File: src/rtl/hazard_ctrl.sv
// hazard_ctrl: stall and forwarding unit for the five-stage MIPS pipeline.
//
// The unit keeps its own shadow copy of the E/M/W destination register and
// Tnew state. It advances that copy every cycle from the D-stage decode
// fields. It stalls D when a source operand cannot be produced in time.
// It drives every forwarding-mux select in the datapath.
//
// Ports
//   clk, reset            core clock; asynchronous active-high reset
//   d_rs, d_rt            D-stage source register numbers
//   d_tuse_rs, d_tuse_rt  cycles until each source is consumed (3 = unused)
//   d_tnew                Tnew carried by the D instruction on entering E
//   d_a3, d_regwrite      D-stage destination register and write enable
//   stall                 freeze PC/D register, inject a bubble into E
//   fwd_rs_d, fwd_rt_d    D operand select: 0 GRF, 1 E, 2 M, 3 W
//   fwd_rs_e, fwd_rt_e    ALU operand select: 0 carried, 1 M, 2 W
//   fwd_rt_m              DM write-data select: 0 carried, 1 W
//   stall_cnt             number of stall cycles since reset (wraps)
module hazard_ctrl #(
    parameter int unsigned CNT_W = 32
) (
    input  logic             clk,
    input  logic             reset,
    input  logic [4:0]       d_rs,
    input  logic [4:0]       d_rt,
    input  logic [1:0]       d_tuse_rs,
    input  logic [1:0]       d_tuse_rt,
    input  logic [1:0]       d_tnew,
    input  logic [4:0]       d_a3,
    input  logic             d_regwrite,
    output logic             stall,
    output logic [1:0]       fwd_rs_d,
    output logic [1:0]       fwd_rt_d,
    output logic [1:0]       fwd_rs_e,
    output logic [1:0]       fwd_rt_e,
    output logic             fwd_rt_m,
    output logic [CNT_W-1:0] stall_cnt
);

    localparam logic [1:0] TUSE_NONE = 2'd3;

    // Shadow pipeline state
    logic [4:0]       e_a3_q, e_rs_q, e_rt_q;
    logic [1:0]       e_tnew_q, e_tuse_rs_q, e_tuse_rt_q;
    logic             e_wr_q;
    logic [4:0]       m_a3_q, m_rt_q;
    logic [1:0]       m_tnew_q;
    logic             m_wr_q;
    logic [4:0]       w_a3_q;
    logic [1:0]       w_tnew_q;
    logic             w_wr_q;
    logic [CNT_W-1:0] stall_cnt_q, stall_cnt_d;

    logic e_live, m_live, w_live;

    assign e_live = e_wr_q && (e_a3_q != '0);
    assign m_live = m_wr_q && (m_a3_q != '0);
    assign w_live = w_wr_q && (w_a3_q != '0);

    // Resolve one D source against the youngest matching stage.
    // Returns {stall, select}. An older match is never considered once a
    // younger one hits, even when the younger one is not ready yet.
    function automatic logic [2:0] d_eval(
        input logic       hit_e,
        input logic       hit_m,
        input logic       hit_w,
        input logic [1:0] tn_e,
        input logic [1:0] tn_m,
        input logic [1:0] tn_w,
        input logic [1:0] tuse
    );
        logic [2:0] res;
        logic [1:0] sel;
        logic [1:0] tn;
        logic       hit;
        res = '0;
        sel = '0;
        tn  = '0;
        hit = 1'b0;
        if (hit_e) begin
            hit = 1'b1; tn = tn_e; sel = 2'd1;
        end else if (hit_m) begin
            hit = 1'b1; tn = tn_m; sel = 2'd2;
        end else if (hit_w) begin
            hit = 1'b1; tn = tn_w; sel = 2'd3;
        end
        res[2]   = hit && (tuse != TUSE_NONE) && (tn > tuse);
        res[1:0] = (hit && (tn == '0)) ? sel : '0;
        return res;
    endfunction

    // E operand select: M has priority over W, and a not-ready M match
    // blocks the stale W value.
    function automatic logic [1:0] e_eval(
        input logic       hit_m,
        input logic       hit_w,
        input logic [1:0] tn_m,
        input logic [1:0] tn_w
    );
        logic [1:0] sel;
        sel = '0;
        if (hit_m) begin
            sel = (tn_m == '0) ? 2'd1 : 2'd0;
        end else if (hit_w) begin
            sel = (tn_w == '0) ? 2'd2 : 2'd0;
        end
        return sel;
    endfunction

    function automatic logic [1:0] sat_dec(input logic [1:0] v);
        return (v == '0) ? 2'd0 : v - 2'd1;
    endfunction

    logic [2:0] rs_res, rt_res;
    logic       rs_hit_e, rs_hit_m, rs_hit_w;
    logic       rt_hit_e, rt_hit_m, rt_hit_w;
    logic       ers_hit_m, ers_hit_w, ert_hit_m, ert_hit_w;
    logic       ers_used, ert_used;

    always_comb begin
        rs_hit_e = e_live && (d_rs != '0) && (e_a3_q == d_rs);
        rs_hit_m = m_live && (d_rs != '0) && (m_a3_q == d_rs);
        rs_hit_w = w_live && (d_rs != '0) && (w_a3_q == d_rs);
        rt_hit_e = e_live && (d_rt != '0) && (e_a3_q == d_rt);
        rt_hit_m = m_live && (d_rt != '0) && (m_a3_q == d_rt);
        rt_hit_w = w_live && (d_rt != '0) && (w_a3_q == d_rt);

        rs_res = d_eval(rs_hit_e, rs_hit_m, rs_hit_w,
                        e_tnew_q, m_tnew_q, w_tnew_q, d_tuse_rs);
        rt_res = d_eval(rt_hit_e, rt_hit_m, rt_hit_w,
                        e_tnew_q, m_tnew_q, w_tnew_q, d_tuse_rt);

        stall    = rs_res[2] | rt_res[2];
        fwd_rs_d = rs_res[1:0];
        fwd_rt_d = rt_res[1:0];

        // Sources that the E instruction never reads are not forwarded
        ers_used  = (e_tuse_rs_q != TUSE_NONE) && (e_rs_q != '0);
        ert_used  = (e_tuse_rt_q != TUSE_NONE) && (e_rt_q != '0);
        ers_hit_m = ers_used && m_live && (m_a3_q == e_rs_q);
        ers_hit_w = ers_used && w_live && (w_a3_q == e_rs_q);
        ert_hit_m = ert_used && m_live && (m_a3_q == e_rt_q);
        ert_hit_w = ert_used && w_live && (w_a3_q == e_rt_q);

        fwd_rs_e = e_eval(ers_hit_m, ers_hit_w, m_tnew_q, w_tnew_q);
        fwd_rt_e = e_eval(ert_hit_m, ert_hit_w, m_tnew_q, w_tnew_q);

        fwd_rt_m = (m_rt_q != '0) && w_live && (w_a3_q == m_rt_q);

        stall_cnt_d = stall ? stall_cnt_q + CNT_W'(1) : stall_cnt_q;
    end

    always_ff @(posedge clk or posedge reset) begin
        if (reset) begin
            e_a3_q      <= '0;
            e_rs_q      <= '0;
            e_rt_q      <= '0;
            e_tnew_q    <= '0;
            e_tuse_rs_q <= TUSE_NONE;
            e_tuse_rt_q <= TUSE_NONE;
            e_wr_q      <= 1'b0;
            m_a3_q      <= '0;
            m_rt_q      <= '0;
            m_tnew_q    <= '0;
            m_wr_q      <= 1'b0;
            w_a3_q      <= '0;
            w_tnew_q    <= '0;
            w_wr_q      <= 1'b0;
            stall_cnt_q <= '0;
        end else begin
            if (stall) begin
                // Bubble: no write, no sources
                e_a3_q      <= '0;
                e_rs_q      <= '0;
                e_rt_q      <= '0;
                e_tnew_q    <= '0;
                e_tuse_rs_q <= TUSE_NONE;
                e_tuse_rt_q <= TUSE_NONE;
                e_wr_q      <= 1'b0;
            end else begin
                e_a3_q      <= d_a3;
                e_rs_q      <= d_rs;
                e_rt_q      <= d_rt;
                e_tnew_q    <= d_tnew;
                e_tuse_rs_q <= d_tuse_rs;
                e_tuse_rt_q <= d_tuse_rt;
                e_wr_q      <= d_regwrite && (d_a3 != '0);
            end
            m_a3_q      <= e_a3_q;
            m_rt_q      <= e_rt_q;
            m_tnew_q    <= sat_dec(e_tnew_q);
            m_wr_q      <= e_wr_q;
            w_a3_q      <= m_a3_q;
            w_tnew_q    <= sat_dec(m_tnew_q);
            w_wr_q      <= m_wr_q;
            stall_cnt_q <= stall_cnt_d;
        end
    end

    assign stall_cnt = stall_cnt_q;

endmodule

File: config.mk
export PLATFORM = sky130hd
export DESIGN_NAME = hazard_ctrl
export DESIGN_NICKNAME = d
export VERILOG_FILES = /design/src/rtl/hazard_ctrl.sv
export SDC_FILE = /design/constraint.sdc
export NUM_CORES = 1
export LEC_CHECK = 0
export CAP_MARGIN = 20
export CELL_PAD_IN_SITES_DETAIL_PLACEMENT = 0
export CELL_PAD_IN_SITES_GLOBAL_PLACEMENT = 1
export CORE_MARGIN = 3
export CORE_UTILIZATION = 45
export CTS_CLUSTER_DIAMETER = 150
export DETAILED_ROUTE_END_ITERATION = 16
export PLACE_DENSITY = 0.82
export SLEW_MARGIN = 5
export SYNTH_ARGS = -nofsm -noshare
export SYNTH_HDL_FRONTEND = slang
export SYNTH_SLANG_ARGS = --single-unit
File: constraint.sdc
create_clock -name clk -period 8.55 [get_ports clk]
set_input_delay 0.855 -clock clk [delete_from_list [all_inputs] [get_ports clk]]
set_output_delay 0.855 -clock clk [all_outputs]
set_load 0.01 [all_outputs]
# After elaboration in Yosys (flattened, before gate mapping)
# Cells that the tools add are included.
word_totals:
  regBits: 75
  latchBits: 0
  mem_bits_rw: 0
  mem_bits_ro: 0
  input_bits: 24
  out_inout_bits: 42
  elab_cells: 119
  memories: 0
op_classes:
  n_addsub: 3
  n_mul: 0
  n_div: 0
  n_lt_le_gt_ge: 2
  eq_ne: 15
  shifts: 0
  muxes: 35
  bitwise: 1
  n_reduce_logical: 48
op_table:
  columns: ["operator", "count"]
  rows:
  - ["5-bit equality test", 11]
  - ["2-bit two-way mux", 24]
  - ["5-bit nonzero test", 9]
  - ["1-bit logical AND", 34]
  - ["32-bit by 1-bit adder with 32-bit output, second input constant", 1]
  - ["5-bit two-way mux", 3]
  - ["2-bit zero test", 5]
  - ["1-bit two-way mux", 8]
  - ["2-bit != test, second input constant", 4]
  - ["2-bit greater-than comparator", 2]
  - ["2-bit by 1-bit subtractor with 2-bit output, second input constant", 2]
  - ["1-bit OR", 1]

# Longest topological paths before layout
logic_depth:
  word_depth: 11
  ltp_mapped: 15
  mapped_depth_nobuf: 13

# Worst setup path after synthesis
# No wires, ideal clock.
synth_timing:
  path_kind: "input port to output port"
  start: "input port d_rs[1]"
  end: "output port stall"
  t_arrival_ps: 3340
  t_required_ps: 7695
  slack_ps: 4355
  stages: 13
  n_path_buf: 1
  cell_sequence: "or4_1 nor2_1 nor4_2 nand3b_1 a31oi_1 inv_1 ha_1 a22oi_1 o21a_1 o31ai_4 and2_1 buf_4 inv_2"
synth_between:
  elab_chain_len: 9
  word_cells_on_any_way: 20
  cone_classes: "order compare: 1; eq/ne: 3; mux: 6; bitwise: 1; reduce/logical: 9"
synth_rtl:
  columns: ["element", "line", "source"]
  rows:
  - ["start: declaration", "24", "input logic [4:0] d_rs,"]
  - ["5-bit nonzero test", "121, 122, 123", null]
  - ["1-bit logical AND (2 in series)", "123", "rs_hit_w = w_live && (d_rs != '0) && (w_a3_q == d_rs);"]
  - ["2-bit two-way mux or 1-bit two-way mux (tied branches)", "84", "end else if (hit_w) begin"]
  - ["2-bit two-way mux or 1-bit two-way mux (tied branches)", "82", "end else if (hit_m) begin"]
  - ["2-bit two-way mux or 1-bit two-way mux (tied branches)", "80", "if (hit_e) begin"]
  - ["2-bit greater-than comparator or 1-bit logical AND (tied branches)", "87", "res[2] = hit && (tuse != TUSE_NONE) && (tn > tuse);"]
  - ["1-bit logical AND *", "87", null]
  - ["1-bit OR *", "133", "stall = rs_res[2] | rt_res[2];"]
  - ["end: declaration", "31", "output logic stall,"]
# Mark *: on every way between the ends. The rest lies on a longest branch, timed or not.

# Final worst setup path
layout_timing:
  start: "input port d_rt[2]"
  end: "output port stall"
layout_between:
  elab_chain_len: 9
  word_cells_on_any_way: 20
  cone_classes: "order compare: 1; eq/ne: 3; mux: 6; bitwise: 1; reduce/logical: 9"
layout_rtl:
  columns: ["element", "line", "source"]
  rows:
  - ["start: declaration", "25", "input logic [4:0] d_rt,"]
  - ["5-bit nonzero test", "124, 125, 126", null]
  - ["1-bit logical AND (2 in series)", "126", "rt_hit_w = w_live && (d_rt != '0) && (w_a3_q == d_rt);"]
  - ["2-bit two-way mux or 1-bit two-way mux (tied branches)", "84", null]
  - ["2-bit two-way mux or 1-bit two-way mux (tied branches)", "82", null]
  - ["2-bit two-way mux or 1-bit two-way mux (tied branches)", "80", null]
  - ["2-bit greater-than comparator or 1-bit logical AND (tied branches)", "87", null]
  - ["1-bit logical AND *", "87", null]
  - ["1-bit OR *", "133", null]
# Marks and branches as above.

==> results.toml <==
[drt]
drcViolationCount = 0
wl_um = 10200
first_pass_iters = 4
dr.first_iter.drc_count = 138
vias = 3217
via_per_inst = 5.57
drtAntennaViolNets = 0
wire_per_inst_um = 17.6

[clock_network]
post_cts_buffers = 0
clock-sinks = 75
cts_buffers = 9
path_clk_slew_ns = 0.07
cts_hold_buf = 0
clock_latency_ns = 0.34
tritoncts = "yes"
htreeDepth = 3
ctsRootBufferMaster = "clkbuf_8"
clockBufferDepth = 2
postCtsResizedCells = 0

[sta]
min_period_ns = 5.68
timing.final.crit_share_pct = 66.5
worst_pin_slew_ns = 1.01
drv_slew = 0
setup_viol = 0
finalClockSkew_ns = 0.0111
relSlewSlack_pct = 32.2
tns_ns = 0
layout_setup_ws_ns = 2.87
hold_viol = 0
rsz0062_at_grt = "false"
max_freq_ghz = 0.176

[place]
dpl.cell_count = 561
dp_hpwl_um = 7240
port_buffers = 65
placed_area_um2 = 4840
globalplace.congestion = 0.852
pre_cts_slack_ns = 2.88

[setup_path]
worstPathMaxFanout = 10
critPathBufInv = 3
cp.required_ns = 7.70
critPathKind = "in -> out"
rrSetupSlack_ns = 4.50
worst-endpoint-arrival_ns = 4.83
reg2reg_from = "m_a3_q[2]"
rr_worst_depth = 12
slowest_stage = "nor4_2"
cp-start-kind = "input port"
crit_family = "simple AND/OR/NAND/NOR gates"
rr_endpoint = "stall_cnt[17]"
crit_chain = "clkdlybuf4s50_1 -> xnor2_1 -> nand3_1 -> nor4_2 -> a21oi_1 -> a21oi_1 -> ha_1 -> a22oi_1 -> o21a_1 -> o31ai_4 -> and2_1 -> inv_2 -> clkdlybuf4s50_1"
endpoint_kind = "primary output"
max_stage_delay_ns = 0.88

[pwr]
cellLeakagePower_nw = 2.11
peakVddDrop_mv = 0.0885
powerDensity_nw_per_um2 = 167

[logic_synthesis]
synth_edf_count = 0
yosys_most_used_dff = "dfrtp_1"
yosysWarningCount = 0
syn_inst = 405
ys_async_sr_fraction_pct = 100
synthDistinctLibCells = 47
seq_area_frac_synth_pct = 45.7
synth.avg_cell_area_um2 = 10.2
syn_nets = 434
ys_ff_latch = 75
netlist_area_um2 = 4120

[floorplan]
initial_core_util_pct = 46.7
rows = 34
io_pins = 66
die-area_um2 = 10300
die_w_um = 102
core-area_um2 = 8810
dieHeight_um = 102

[worst_hold_path]
hold_start = "e_wr_q"
min_path_cells = 0
hold_path_class = "reg -> reg"
min_to = "m_wr_q"

[layout]
fin_util_pct = 57.8
stdcell_count = 578
drive_gt1_share_pct = 8.09
final_cell_mix = "71 x dfrtp_1, 65 x clkdlybuf4s50_1, 55 x xnor2_1"
nets = 494
final_area_um2 = 5090
fillers = 775
syn_to_final_growth_pct = 23.6
mostFrequentLayoutCell = "dfrtp_1"
antennaDiodeCount = 0

[global_routing]
grt_max_degree = 76
grt_pass1_vias = 3384
grt_pass1_wl_um = 17100
grt_use_total_pct = 21.4
overflow = 0
grt_antenna_before_repair = 0

[outcome]
status = "completed"

[job]
maxCapViolCount = 0
[Yosys cell counts (all sizes together) (4+ instances only)]
cell | number | area share [%]
a211oi | 14 | 2.6
a21oi | 14 | 1.7
and3 | 23 | 3.5
buf | 15 | 1.9
clkbuf | 8 | 0.73
dfrtp | 71 | 43
dfstp | 4 | 2.6
ha | 5 | 1.5
inv | 14 | 1.3
nand2 | 23 | 2.1
nand2b | 5 | 0.76
nand3 | 21 | 2.6
nand3b | 4 | 0.73
nand4 | 5 | 0.76
nor2 | 9 | 0.82
nor2b | 4 | 0.61
nor3 | 12 | 1.5
nor4 | 8 | 1.5
o21ai | 10 | 1.3
o31ai | 7 | 1.9
or2 | 4 | 0.61
or4 | 12 | 2.3
xnor2 | 55 | 12
xor2 | 30 | 6.4
[sequential cells by signal, summed over array words and instances, names as in the netlist, 2 cells and up]
name and flops:
e_tuse_rt_q 2, m_a3_q 5, m_tnew_q 2, e_rt_q 5
m_rt_q 5, w_a3_q 5, w_tnew_q 2, e_tuse_rs_q 2
e_rs_q 5, e_a3_q 5, e_tnew_q 2, stall_cnt 32
[logic make-up after synthesis]
logic type	after synthesis	share of synthesized area [%]
flops	75	45.7
fa+ha+maj	5	1.52
xor+xnor	85	18.1
mux	1	0.365
compound gates	60	10.6
simple gates	142	19.8
buf+inv	37	3.89
[metal layers]
metal	track usage (%)	vias to the layer above	share of wire (%)
li1	-	1543	-
met5	0	-	0
met2	34.1	78	48
met4	8.38	0	1.9
met3	2.62	15	3.7
met1	29.9	1581	46
[worst max path at each step]
stage	slack [ns]	from	cells after the start	end
after global placement	3.01	d_rs[1]	14	stall
after floorplan	4.35	d_rs[1]	13	stall
after detailed placement	2.88	d_rt[3]	14	stall
after CTS	2.85	d_rt[3]	14	stall
final	2.87	d_rt[2]	13	stall
after global routing	2.54	d_rt[2]	13	stall
[final cells by class]
class / count / area (um2) / area share (%)
Sequential cell: 75 / 1880 / 37.0
Clock inverter: 4 / 97.6 / 1.92
Timing Repair Buffer: 72 / 701 / 13.8
Clock buffer: 12 / 145 / 2.85
Tap cell: 108 / 135 / 2.66
Inverter: 14 / 52.6 / 1.03
Multi-Input combinational cell: 293 / 2070 / 40.8
[power breakdown]
part           switching (mW)  internal [mW]  total, mW
Clock                   0.130          0.202      0.332
Combinational          0.0511         0.0595      0.111
Sequential             0.0309          0.374      0.405
[metrics by stage]
step	hold WS, ns	power, mW
final	0.382	0.848
after global placement	0.357	0.520
after detailed placement	0.368	0.524
after global routing	0.403	0.883
after CTS	0.387	0.855
after floorplan	0.349	0.471
(Power assumes the default switching activity.)
